===== config.mk =====
export PLATFORM = sky130hd
export DESIGN_NAME = morse_symbol_classifier
export DESIGN_NICKNAME = d
export VERILOG_FILES = /design/src/rtl/morse_symbol_classifier_pkg.sv /design/src/rtl/morse_sym_fifo.sv /design/src/rtl/morse_symbol_classifier.sv
export SDC_FILE = /design/constraint.sdc
export NUM_CORES = 1
export LEC_CHECK = 0
export ABC_AREA = 1
export CAP_MARGIN = 40
export CORE_UTILIZATION = 43
export CTS_CLUSTER_SIZE = 10
export DETAILED_ROUTE_END_ITERATION = 8
export GPL_TIMING_DRIVEN = 0
export PLACE_DENSITY = 0.8
export SKIP_CTS_REPAIR_TIMING = 1
export SLEW_MARGIN = 20
export SYNTH_ARGS = -nofsm -noshare
export SYNTH_HDL_FRONTEND = slang
export SYNTH_SLANG_ARGS = --single-unit

===== constraint.sdc =====
create_clock -name clk -period 1.5 [get_ports clk]
set_input_delay 0.15 -clock clk [delete_from_list [all_inputs] [get_ports clk]]
set_output_delay 0.15 -clock clk [all_outputs]
set_load 0.05 [all_outputs]

===== src/rtl/morse_symbol_classifier_pkg.sv =====
// Shared symbol/state encodings and default BCD thresholds for the Morse
// symbol classifier and its output queue.
package morse_symbol_classifier_pkg;

    typedef enum logic [1:0] {
        SYM_DOT      = 2'b00,
        SYM_DASH     = 2'b01,
        SYM_CHAR_END = 2'b10,
        SYM_WORD_END = 2'b11
    } sym_e;

    typedef enum logic [1:0] {
        ST_IDLE  = 2'b00,
        ST_MARK  = 2'b01,
        ST_SPACE = 2'b10
    } state_e;

    localparam logic [23:0] DEF_DASH_MIN = 24'h000002;
    localparam logic [23:0] DEF_CHAR_MIN = 24'h000002;
    localparam logic [23:0] DEF_WORD_MIN = 24'h000005;

endpackage


===== src/rtl/morse_sym_fifo.sv =====
// 2-bit symbol FIFO with a register-backed head; a push into a full queue is
// accepted when a pop happens on the same clock.
module morse_sym_fifo #(
    parameter int unsigned DEPTH = 4
) (
    input  logic       clk,
    input  logic       rst_n,
    input  logic       push_i,
    input  logic [1:0] push_data_i,
    input  logic       pop_i,
    output logic [1:0] head_o,
    output logic       full_o,
    output logic       empty_o
);
    localparam int unsigned AW = $clog2(DEPTH);

    logic [1:0]  mem_q [DEPTH];
    logic [AW:0] wr_q;
    logic [AW:0] rd_q;
    logic        do_pop;
    logic        do_push;

    assign empty_o = (wr_q == rd_q);
    assign full_o  = (wr_q[AW] != rd_q[AW]) && (wr_q[AW-1:0] == rd_q[AW-1:0]);
    assign do_pop  = pop_i && !empty_o;
    // When full, the write slot equals the slot being popped, so overwriting it is safe.
    assign do_push = push_i && (!full_o || do_pop);
    assign head_o  = mem_q[rd_q[AW-1:0]];

    always_ff @(posedge clk or negedge rst_n) begin
        if (!rst_n) begin
            wr_q <= '0;
            rd_q <= '0;
            for (int unsigned i = 0; i < DEPTH; i++) begin
                mem_q[i] <= '0;
            end
        end else begin
            if (do_push) begin
                mem_q[wr_q[AW-1:0]] <= push_data_i;
                wr_q                <= wr_q + 1'b1;
            end
            if (do_pop) begin
                rd_q <= rd_q + 1'b1;
            end
        end
    end

endmodule


===== src/rtl/morse_symbol_classifier.sv =====
// Classifies key marks/spaces into DOT/DASH/CHAR_END/WORD_END from the BCD
// units count and queues them for the decoder.
module morse_symbol_classifier
    import morse_symbol_classifier_pkg::*;
#(
    parameter logic [23:0] DASH_MIN   = DEF_DASH_MIN,
    parameter logic [23:0] CHAR_MIN   = DEF_CHAR_MIN,
    parameter logic [23:0] WORD_MIN   = DEF_WORD_MIN,
    parameter int unsigned FIFO_DEPTH = 4
) (
    input  logic        clk,
    input  logic        rst_n,
    input  logic        ce,
    input  logic        key,
    input  logic [23:0] units_cnt,
    output logic        start,
    output logic [1:0]  sym,
    output logic        sym_valid,
    input  logic        sym_ready,
    output logic        overflow,
    input  logic        clr_ovf
);
    state_e state_q, state_d;
    logic   key_q;
    logic   char_sent_q, char_sent_d;
    logic   overflow_q;
    logic   edge_det;
    logic   push;
    sym_e   push_sym;
    logic   pop;
    logic   fifo_full;
    logic   fifo_empty;

    assign edge_det = ce && (key != key_q);
    assign start    = edge_det;

    always_comb begin
        state_d     = state_q;
        char_sent_d = char_sent_q;
        push        = 1'b0;
        push_sym    = SYM_DOT;
        if (ce) begin
            case (state_q)
                ST_IDLE: begin
                    if (edge_det) state_d = ST_MARK;
                end
                ST_MARK: begin
                    if (edge_det) begin
                        push        = 1'b1;
                        push_sym    = (units_cnt < DASH_MIN) ? SYM_DOT : SYM_DASH;
                        state_d     = ST_SPACE;
                        char_sent_d = 1'b0;
                    end
                end
                ST_SPACE: begin
                    // BCD is monotonic, so plain unsigned compares order the counts correctly.
                    if (edge_det) begin
                        state_d = ST_MARK;
                    end else if (units_cnt >= WORD_MIN) begin
                        push     = 1'b1;
                        push_sym = SYM_WORD_END;
                        state_d  = ST_IDLE;
                    end else if ((units_cnt >= CHAR_MIN) && !char_sent_q) begin
                        push        = 1'b1;
                        push_sym    = SYM_CHAR_END;
                        char_sent_d = 1'b1;
                    end
                end
                default: state_d = ST_IDLE;
            endcase
        end
    end

    always_ff @(posedge clk or negedge rst_n) begin
        if (!rst_n) begin
            state_q     <= ST_IDLE;
            key_q       <= 1'b0;
            char_sent_q <= 1'b0;
        end else begin
            state_q     <= state_d;
            char_sent_q <= char_sent_d;
            if (ce) key_q <= key;
        end
    end

    assign pop = sym_valid && sym_ready;

    always_ff @(posedge clk or negedge rst_n) begin
        if (!rst_n) begin
            overflow_q <= 1'b0;
        end else if (push && fifo_full && !pop) begin
            overflow_q <= 1'b1;
        end else if (clr_ovf) begin
            overflow_q <= 1'b0;
        end
    end

    assign overflow  = overflow_q;
    assign sym_valid = !fifo_empty;

    morse_sym_fifo #(
        .DEPTH(FIFO_DEPTH)
    ) u_fifo (
        .clk        (clk),
        .rst_n      (rst_n),
        .push_i     (push),
        .push_data_i(push_sym),
        .pop_i      (pop),
        .head_o     (sym),
        .full_o     (fifo_full),
        .empty_o    (fifo_empty)
    );

endmodule


==> results of run 1 <==
synth_stat cells:
cell / instances / area [um^2]
ha_1: 10 / 125.1
o21ai_1: 2 / 10.01
xnor2_1: 3 / 26.28
xor2_1: 2 / 17.52
inv_2: 1 / 3.750
nand2_4: 4 / 45.04
inv_1: 15 / 56.30
nor2_4: 2 / 22.52
o21ai_0: 8 / 40.04
mux2_2: 1 / 11.26
nand4_1: 8 / 50.05
nor2_2: 3 / 18.77
o21bai_1: 1 / 7.510
buf_2: 1 / 5.000
xor2_2: 1 / 16.27
nand2_8: 1 / 20.02
a21oi_2: 2 / 17.52
nand2_2: 4 / 25.02
a21oi_1: 4 / 20.02
o22ai_1: 3 / 18.77
dfrtp_1: 19 / 475.5
nor2_1: 23 / 86.33
nand3_2: 2 / 20.02
nand2_1: 39 / 146.4
nand3_1: 8 / 40.04
final timing paths:
check,cells after the start,to,start,slack (ns)
max in group asynchronous,2,u_fifo.rd_q[0]$_DFFE_PN0P_,rst_n,0.97
min in group clk,2,overflow$_DFFE_PN0P_,clr_ovf,0.43
hold reg to reg,2,u_fifo.mem_q[4]$_DFFE_PN0P_,u_fifo.mem_q[4]$_DFFE_PN0P_,0.50
hold / removal,1,u_fifo.mem_q[6]$_DFFE_PN0P_,rst_n,0.12
setup reg to reg,7,u_fifo.mem_q[6]$_DFFE_PN0P_,u_fifo.wr_q[2]$_DFFE_PN0P_,-0.08
setup / recovery,5,sym_valid,u_fifo.rd_q[1]$_DFFE_PN0P_,-0.09
power groups by stage:
stage,Combinational [uW],Sequential [uW],Clock [uW]
detailed placement,1600,897,0
CTS,1600,890,269
finish,2350,954,262
global placement,1530,892,0
global route,2510,973,296
floorplan,1200,860,0
worst max-delay path, stage by stage, from the launching register on:
cell and delay (ns):
dfrtp_1 0.45, inv_2 0.12, nand2_2 0.08, a21oi_4 0.21, nand2_2 0.10, buf_8 0.16
area by class of cell:
cell class / instances / area [um^2]
buffer: 1 / 7.507
clock buffer: 3 / 22.52
clock inverter: 1 / 5.005
fill: 194 / 743.2
inverter: 16 / 67.56
multi-input combinational: 132 / 970.9
sequential: 19 / 479.2
tap: 31 / 38.79
timing repair buffer: 52 / 494.2
routing by layer:
layer  GRT usage, %  up-vias  routed length [um]
li1               -      659                   -
met1          23.34      664                1517
met2          31.56       45                2114
met3          5.215        8                 174
met4          4.181        0                  36
met5              0        -                   0
logic make-up (layout without fill, tap and decap cells):
group                    after synthesis  count (layout)
flip-flops                            19              19
XOR/XNOR                               6               6
adder cells (fa/ha/maj)               10              10
buffers and inverters                 17              73
multiplexers                           1               1
AO/OA/AOI/OAI                         20              20
AND/OR/NAND/NOR                       94              95
per-stage QoR:
stage / power [uW] / setup slack, ns / hold WS, ns / instance area (um^2)
finish: 3562 / -0.09322 / 0.1188 / 2086
global route: 3782 / -0.1852 / 0.1288 / 2086
CTS: 2761 / -0.6459 / 0.3291 / 1747
detailed placement: 2498 / -0.5072 / 0.4618 / 1719
global placement: 2422 / -0.4959 / 0.4537 / 1719
floorplan: 2063 / 0.0008408 / -0.1456 / 1340
flip-flops by register name, indices dropped and copies added, names as in the netlist:
register	count
char_sent_q	1
key_q	1
overflow	1
state_q	2
u_fifo.mem_q	8
u_fifo.rd_q	3
u_fifo.wr_q	3
layout by cell type (no fill, tap or decap), drive strengths merged:
cell	n
ha	10
nand2	49
inv	16
dlymetal6s2s	1
dfrtp	19
nand4	8
o21ai	10
mux2	1
buf	22
o21bai	1
nor2	28
o22ai	3
clkinv	1
clkbuf	4
xnor2	3
clkdlybuf4s50	29
xor2	3
nand3	10
a21oi	6
==> run summary, run 1 <==
- Worst EP arrival: 1.44 ns
- Clock Sink Count: 19
- startpoint types: flip-flop
- Synth Area in Adders: 9.443%
- count of endpoints failing hold in the final timing report: 0
- count of input and output buffers: 34
- number of remaining DRC errors: 1
- count of warnings emitted by yosys: 0
- worst endpoint required time: 1.35 ns
- ratio of cells with drive above 1 in the final layout: 37.95%
- I/O pin count: 35
- status: complete, but fails checks
- global-route wire length before repair: 4.823 mm
- class of the most critical setup path: flip-flop to output pin
- post-synthesis simple-gate area fraction: 35.79%
- antenna violation net count after detailed routing: 0
- initial antenna violation count: 0
- CTS max path bufs: 2
- share of the synthesized netlist area taken by xor and xnor gates: 4.533%
- setup repair after global routing missed its margin: yes
- overall die area: 3307 um^2
- cell area after synthesis: 1325 um^2
- final setup skew: 0.009258 ns
- count of placed standard cells including taps: 232
- kind of end point of the critical path: output pin
- proportion of synthesized area in mux cells: 0.8499%
- fraction of power spent switching nets: 48.94%
- dominant combinational cell family by area after synthesis: simple AND/OR/NAND/NOR gates
- synthesis-to-finish area growth: 57.41%
- Final Slew Violations: 0
- Logic pwr share: 65.9%
- number of global-route vias before repair: 1,166
- TritonCTS clock tree: done
- flip-flop and latch count after synthesis: 19
- Worst Path Max Fanout: 4
- post-route fraction of the period consumed by the critical path: 106.2%
- achievable frequency: 627.7 MHz
- sequential share of power: 26.8%
- Placement Rows: 19
- Die Width: 57.51 um
- compound-cell area share of the yosys netlist: 8.593%
- Starting DRT DRC Count: 55
- dpl hpwl: 2.252 mm
- CTS buffer count: 3
- share of power burned in the clock network: 7.4%
- sequential-to-total area share from yosys stat: 35.88%
- Total Nets Final: 265
- RePlAce Congestion: 0.8388
- pin count of the biggest net entering global routing: 20
- DR pass1 iterations: 6
- fin cells: 255
- power per standard cell area: 1708 nW/um^2
- initial cell density of the core: 46.84%
- worst voltage drop across the vdd grid: 1.510 mV
- die height: 57.51 um
- post-synth cell types: 25
- Psw: 1743 uW
- later-pin clock latency in the skew report: 0.31 ns
- synthesized area per cell: 7.934 um^2
- number of standard cells after synthesis: 167
- CTS root buf: clkbuf_4
- fin crit period: 1.593 ns
- end-of-flow core utilization: 73.73%
- area of the core: 2829 um^2
- clock edge transition at the registers on the reported setup and hold paths: 0.11 ns
- worst-case setup margin in the final layout: -0.09322 ns
- antenna diode instance count: 0
- violations in the final reports: design-rule violations, negative setup slack
- level count of the clock H-tree: 1
- count of final setup violators: 13
- pin slew with the least headroom to its limit: 0.5005 ns
- number of vias in the routed layout: 1,376
- Relative slew margins: 66.58%
- path category of the worst min-delay check: input pin to async pin
- sum of negative setup slack: -0.8319 ns
- average routed wire per standard cell: 15.07 um
- total wire length after detailed routing: 3.843 mm
- Synth Net Count: 207
- Global Route Usage Sum: 18.54%
- post-detailed-route via-to-cell ratio: 5.396
- cell-internal power: 1819 uW
- Max-Cap Viols: 0
- grt ovf: 0
- Static Leak: 0.0009429 uW
Note: power is estimated with default switching activity, not from simulation.
==> inputs of run 2 (changes only) <==
Settings changed: CORE_UTILIZATION 43 to 44, PLACE_DENSITY 0.8 to 0.81, SYNTH_HIERARCHICAL set to 1.
==> run summary, run 2 <==
- Die Width: 57.91 um
- FILL cells: 229
- grt ovf: 0
- die height: 57.91 um
- endpoint of the worst register-to-register path: u_fifo/mem_q[7]$_DFFE_PN0P_
- leading cell types by total area after synthesis: dfrtp_1 (35%), nand2_1 (18%), ha_1 (9.1%)
- combined area of the multi-input logic cells: 854.6 um^2
- CTS max path bufs: 2
- Total Nets Final: 290
- path category of the worst min-delay check: input pin to async pin
- area of the core: 2853 um^2
- FF+latch area: 479.2 um^2
- number of remaining DRC errors: 1
- CTS buffer count: 3
- Clock Sink Count: 19
- count of flip-flops with a built-in enable after synthesis: 0
- Worst Path Max Fanout: 8
- ranking of synthesized cells by instance count: nand2_1 (65), inv_1 (24), nor2_1 (22)
- Primary FF master, synth: dfrtp_1
- cell area after synthesis: 1375 um^2
- startpoint types: flip-flop
- setup repair after global routing missed its margin: yes
- clock edge transition at the registers on the reported setup and hold paths: 0.10 ns
- total wire length after detailed routing: 3.442 mm
- fraction of power spent switching nets: 47.61%
- RePlAce Congestion: 0.8444
- violations in the final reports: design-rule violations, negative setup slack
- kind of end point of the critical path: flip-flop
- CTS root buf: clkbuf_4
- later-pin clock latency in the skew report: 0.29 ns
- Logic pwr share: 66.6%
- status: complete, but fails checks
- number of global-route vias before repair: 1,313
- total power after layout: 3295 uW
- overall die area: 3353 um^2
- worst voltage drop across the vdd grid: 1.194 mV
- register name with the most flops: u_fifo/mem_q
- CP startpoint: u_fifo/rd_q[0]$_DFFE_PN0P_
- worst r2r src: u_fifo/rd_q[0]$_DFFE_PN0P_
- flip-flop count of the largest register after layout: 8
- dpl hpwl: 2.411 mm
- Placement Rows: 19
- antenna diode instance count: 0
- count of input and output buffers: 34
- level count of the clock H-tree: 1
- flip-flop and latch count after synthesis: 19
- sequential share of power: 25.8%
- number of vias in the routed layout: 1,445
- class of the most critical setup path: flip-flop to flip-flop
- pin slew with the least headroom to its limit: 0.4977 ns
- initial antenna violation count: 0
- initial cell density of the core: 48.20%
- Static Leak: 0.001017 uW
- number of standard cells after synthesis: 195
- Final Slew Violations: 0
- reg2reg setup slack: -0.30 ns
- Global Route Usage Sum: 20.91%
- Psw: 1569 uW
- fin crit period: 1.799 ns
- final setup skew: 0.002608 ns
- ratio of cells with drive above 1 in the final layout: 23.29%
- DR pass1 iterations: 6
- cell-internal power: 1727 uW
- Starting DRT DRC Count: 43
- count of endpoints failing hold in the final timing report: 0
- async set-or-reset flop fraction in the synthesized netlist: 100.0%
- sequential-to-total area share from yosys stat: 34.58%
- fin cells: 280
- average routed wire per standard cell: 12.29 um
- Relative slew margins: 66.76%
- post-placement worst setup slack: -0.5025 ns
- pin count of the biggest net entering global routing: 15
- post-route fraction of the period consumed by the critical path: 120.0%
- commonest cells after routing, fill and taps aside: nand2_1 (62), clkdlybuf4s50_1 (29), inv_1 (20), nor2_1 (18), dfrtp_1 (16)
- cells on worst reg2reg path: 9
- top cell type by total area after synthesis: dfrtp_1
- power per standard cell area: 1650 nW/um^2
- count of warnings emitted by yosys: 6
- most frequent standard cell in the layout excluding fill and tap cells: nand2_1
- synthesized area per cell: 7.052 um^2
- worst endpoint required time: 1.69 ns
- Synth Net Count: 235
- Worst EP arrival: 1.99 ns
- I/O pin count: 35
- library cell with the highest instance count after synthesis: nand2_1
- achievable frequency: 555.7 MHz
- TritonCTS clock tree: done
- antenna violation net count after detailed routing: 0
- area share of the largest cell type after synthesis: 34.58%
- global-route wire length before repair: 5.471 mm
- post-detailed-route via-to-cell ratio: 5.161
- count of final setup violators: 17
- post-synth cell types: 26
- share of power burned in the clock network: 7.6%
- registers with the most flip-flops: u_fifo/mem_q (8), u_fifo/rd_q (3), u_fifo/wr_q (3)
- Max-Cap Viols: 0
- count of placed standard cells including taps: 261
- worst-case setup margin in the final layout: -0.2994 ns
- synthesis-to-finish area growth: 45.22%
[run 2: cell count changes after synthesis, moves of 2 or more]
| cell | before | now |
|---|---|---|
| o21ai_0 | 8 | 5 |
| nand4_1 | 8 | 10 |
| inv_1 | 15 | 24 |
| nand2_1 | 39 | 65 |
| xnor2_1 | 3 | 1 |
| nand2_4 | 4 | 0 |
| nor2_4 | 2 | 0 |
| xor2_1 | 2 | 0 |
| nand3_2 | 2 | 0 |
| nand3_1 | 8 | 15 |
[run 2: logic make-up (layout without fill, tap and decap cells)]
family,after synthesis,after routing,share of synthesized area [%]
AO/OA/AOI/OAI,14,14,5.823
XOR/XNOR,2,2,1.820
adder cells (fa/ha/maj),10,10,9.099
buffers and inverters,28,82,8.370
flip-flops,19,19,34.58
AND/OR/NAND/NOR,122,122,40.31
[run 2: per-layer routing]
metal	vias to the layer above	wire length, um	global-route usage, %
met5	-	0	0
met4	0	32	4.082
met3	4	171	4.688
met2	39	1731	35.47
li1	732	-	-
met1	670	1507	27.57
[run 2: layout make-up]
class                      count  share of cell area [%]
timing repair buffer          50                   23.56
sequential                    19                   24.00
tap                           31                   1.942
buffer                         3                   1.504
inverter                      25                   4.887
multi-input combinational    148                   42.79
clock buffer                   4                   1.316
[run 2: power by group through the flow]
stage               registers [uW]  clock network (uW)  logic (uW)
global route                   863                 285        2400
CTS                            838                 261        1670
detailed placement             849                   0        1660
floorplan                      805                   0        1260
finish                         850                 252        2190
global placement               846                   0        1610
[run 2: worst max path at each step]
stage | endpoint | slack (ns)
2_1_floorplan | u_fifo/mem_q[0]$_DFFE_PN0P_ | -0.12
3_3_place_gp | sym_valid | -0.47
3_5_place_dp | sym_valid | -0.50
4_1_cts | sym_valid | -0.84
5_1_grt | u_fifo/mem_q[7]$_DFFE_PN0P_ | -0.43
6_report | u_fifo/mem_q[7]$_DFFE_PN0P_ | -0.30
[run 2: stage by stage]
stage | instance area, um^2 | hold slack [ns] | setup TNS, ns | util, %
after floorplan | 1399 | -0.1456 | -1.190 | -
after global placement | 1778 | 0.4595 | -5.778 | 62.32
after detailed placement | 1793 | 0.4290 | -6.091 | 62.85
after CTS | 1819 | 0.1001 | -6.385 | 63.77
after global routing | 1997 | 0.09354 | -5.851 | 70.00
final | 1997 | 0.09625 | -3.629 | 70.00
[run 2: critical path, cell delays in order (launching register included)]
cell and delay, ns:
dfrtp_2 0.49, xnor2_4 0.21, nand4_1 0.23, inv_2 0.15, nor2_4 0.06, inv_2 0.06
nand4_4 0.16, buf_6 0.18, nand4_1 0.08, nand2_1 0.07
==> inputs of run 3 (changes only) <==
Settings changed: CORE_ASPECT_RATIO set to 1.5.
==> run summary, run 3 (synthesis gave the netlist of run 2 again) <==
- Max-Cap Viols: 0
- initial antenna violation count: 0
- number of remaining DRC errors: 0
- endpoint of the worst register-to-register path: u_fifo/mem_q[0]$_DFFE_PN0P_
- CP startpoint: state_q[0]$_DFFE_PN0P_
- startpoint types: flip-flop
- fraction of power spent switching nets: 46.40%
- ordered cell list for the critical path: inv_2 > ha_1 > nand2_2 > nor2_1 > nand2_2 > nand2_2 > buf_6 > nand3_1 > nand2_1 > nand2_1
- later-pin clock latency in the skew report: 0.26 ns
- Psw: 1584 uW
- post-placement worst setup slack: -0.5269 ns
- register name with the most flops: u_fifo/mem_q
- FF+latch area: 479.2 um^2
- cell-internal power: 1830 uW
- placed cell areas: 1803 um^2
- achievable frequency: 601.0 MHz
- count of placed standard cells including taps: 269
- final setup skew: 0.001233 ns
- initial cell density of the core: 46.73%
- share of power burned in the clock network: 10.7%
- RePlAce Congestion: 0.8821
- commonest cells after routing, fill and taps aside: nand2_1 (62), clkdlybuf4s50_1 (29), nor2_1 (19)
- path category of the worst min-delay check: input pin to async pin
- area of the core: 2943 um^2
- Worst setup endpoint: u_fifo/mem_q[0]$_DFFE_PN0P_
- number of global-route vias before repair: 1,357
- Logic pwr share: 64.9%
- level count of the clock H-tree: 1
- average routed wire per standard cell: 11.96 um
- Design Area, Final: 2027 um^2
- TritonCTS clock tree: done
- Placement Rows: 24
- most frequent standard cell in the layout excluding fill and tap cells: nand2_1
- I/O pin count: 35
- Static Leak: 0.001035 uW
- CTS max path bufs: 2
- most used cell, CP: nand2_2
- grt ovf: 0
- clock edge transition at the registers on the reported setup and hold paths: 0.07 ns
- worst r2r src: state_q[0]$_DFFE_PN0P_
- total wire length after detailed routing: 3.479 mm
- sequential share of power: 24.4%
- Relative slew margins: 66.32%
- setup repair after global routing missed its margin: yes
- CP max stage delay: 0.40 ns
- power per standard cell area: 1684 nW/um^2
- Die Width: 47.65 um
- CTS buffer count: 3
- Worst Path Max Fanout: 8
- Final Slew Violations: 0
- count of final setup violators: 14
- synthesis-to-finish area growth: 47.41%
- overall die area: 3357 um^2
- fin crit period: 1.664 ns
- FILL cells: 253
- flip-flop count of the largest register after layout: 8
- status: complete, but fails checks
- worst endpoint required time: 1.65 ns
- Starting DRT DRC Count: 33
- count of endpoints failing hold in the final timing report: 0
- Global Route Usage Sum: 20.87%
- end-of-flow core utilization: 68.88%
- kind of end point of the critical path: flip-flop
- Total Nets Final: 293
- cells on worst reg2reg path: 10
- Worst EP arrival: 1.82 ns
- final-layout worst hold slack: 0.1550 ns
- pin count of the biggest net entering global routing: 14
- worst-case setup margin in the final layout: -0.1640 ns
- DR pass1 iterations: 4
- combined area of the multi-input logic cells: 838.3 um^2
- Slowest-stage cell, CP: dfrtp_1
- die height: 70.47 um
- CTS root buf: clkbuf_8
- global-route wire length before repair: 5.140 mm
- count of input and output buffers: 34
- violations in the final reports: negative setup slack
- ratio of cells with drive above 1 in the final layout: 24.60%
- reg2reg setup slack: -0.16 ns
- Clock Sink Count: 19
- registers with the most flip-flops: u_fifo/mem_q (8), u_fifo/rd_q (3), u_fifo/wr_q (3)
- antenna diode instance count: 0
- post-route fraction of the period consumed by the critical path: 110.9%
- dpl hpwl: 2.486 mm
- antenna violation net count after detailed routing: 0
- post-detailed-route via-to-cell ratio: 5.103
- pin slew with the least headroom to its limit: 0.5043 ns
- fin cells: 291
- number of vias in the routed layout: 1,485
- class of the most critical setup path: flip-flop to flip-flop
- worst voltage drop across the vdd grid: 1.013 mV
[run 3: final cells by class]
type / count / share of cell area, %
buffer: 3 / 1.667
clock buffer: 4 / 2.222
inverter: 25 / 4.691
multi-input combinational: 148 / 41.36
sequential: 19 / 23.64
tap: 39 / 2.407
timing repair buffer: 53 / 24.01
[run 3: layer usage]
metal / vias up / GRT usage (%) / share of wire, %
met5: - / 0 / 0
met4: 0 / 12.35 / 4.2
met3: 14 / 3.101 / 5.0
met2: 68 / 37.60 / 54
met1: 665 / 20.39 / 37
li1: 738 / - / -
[run 3: worst min path at each step]
| stage | start | to | slack (ns) |
|---|---|---|---|
| after floorplan | rst_n | char_sent_q$_DFFE_PN0P_ | -0.15 |
| after global placement | char_sent_q$_DFFE_PN0P_ | char_sent_q$_DFFE_PN0P_ | 0.46 |
| after detailed placement | rst_n | u_fifo/rd_q[2]$_DFFE_PN0P_ | 0.44 |
| after CTS | rst_n | u_fifo/wr_q[0]$_DFFE_PN0P_ | 0.17 |
| after global routing | rst_n | u_fifo/rd_q[2]$_DFFE_PN0P_ | 0.18 |
| final | rst_n | u_fifo/wr_q[2]$_DFFE_PN0P_ | 0.15 |
[run 3: critical path: cells and delay by family (launching register included)]
family / cells / cell delay [ns]
flops: 1 / 0.40
buf+inv: 2 / 0.20
fa+ha+maj: 1 / 0.31
simple gates: 7 / 0.63
[run 3: power by group through the flow]
stage / registers (uW) / clock network, uW / logic, uW
final: 834 / 366 / 2210
after CTS: 842 / 369 / 1670
after detailed placement: 851 / 0 / 1670
after global routing: 853 / 387 / 2440
after floorplan: 805 / 0 / 1260
after global placement: 848 / 0 / 1610
[run 3: per-stage QoR]
| step | total power [uW] | setup TNS, ns |
|---|---|---|
| floorplan | 2067 | -1.190 |
| global placement | 2463 | -5.361 |
| detailed placement | 2519 | -5.754 |
| CTS | 2885 | -6.219 |
| global route | 3676 | -3.470 |
| finish | 3414 | -1.680 |
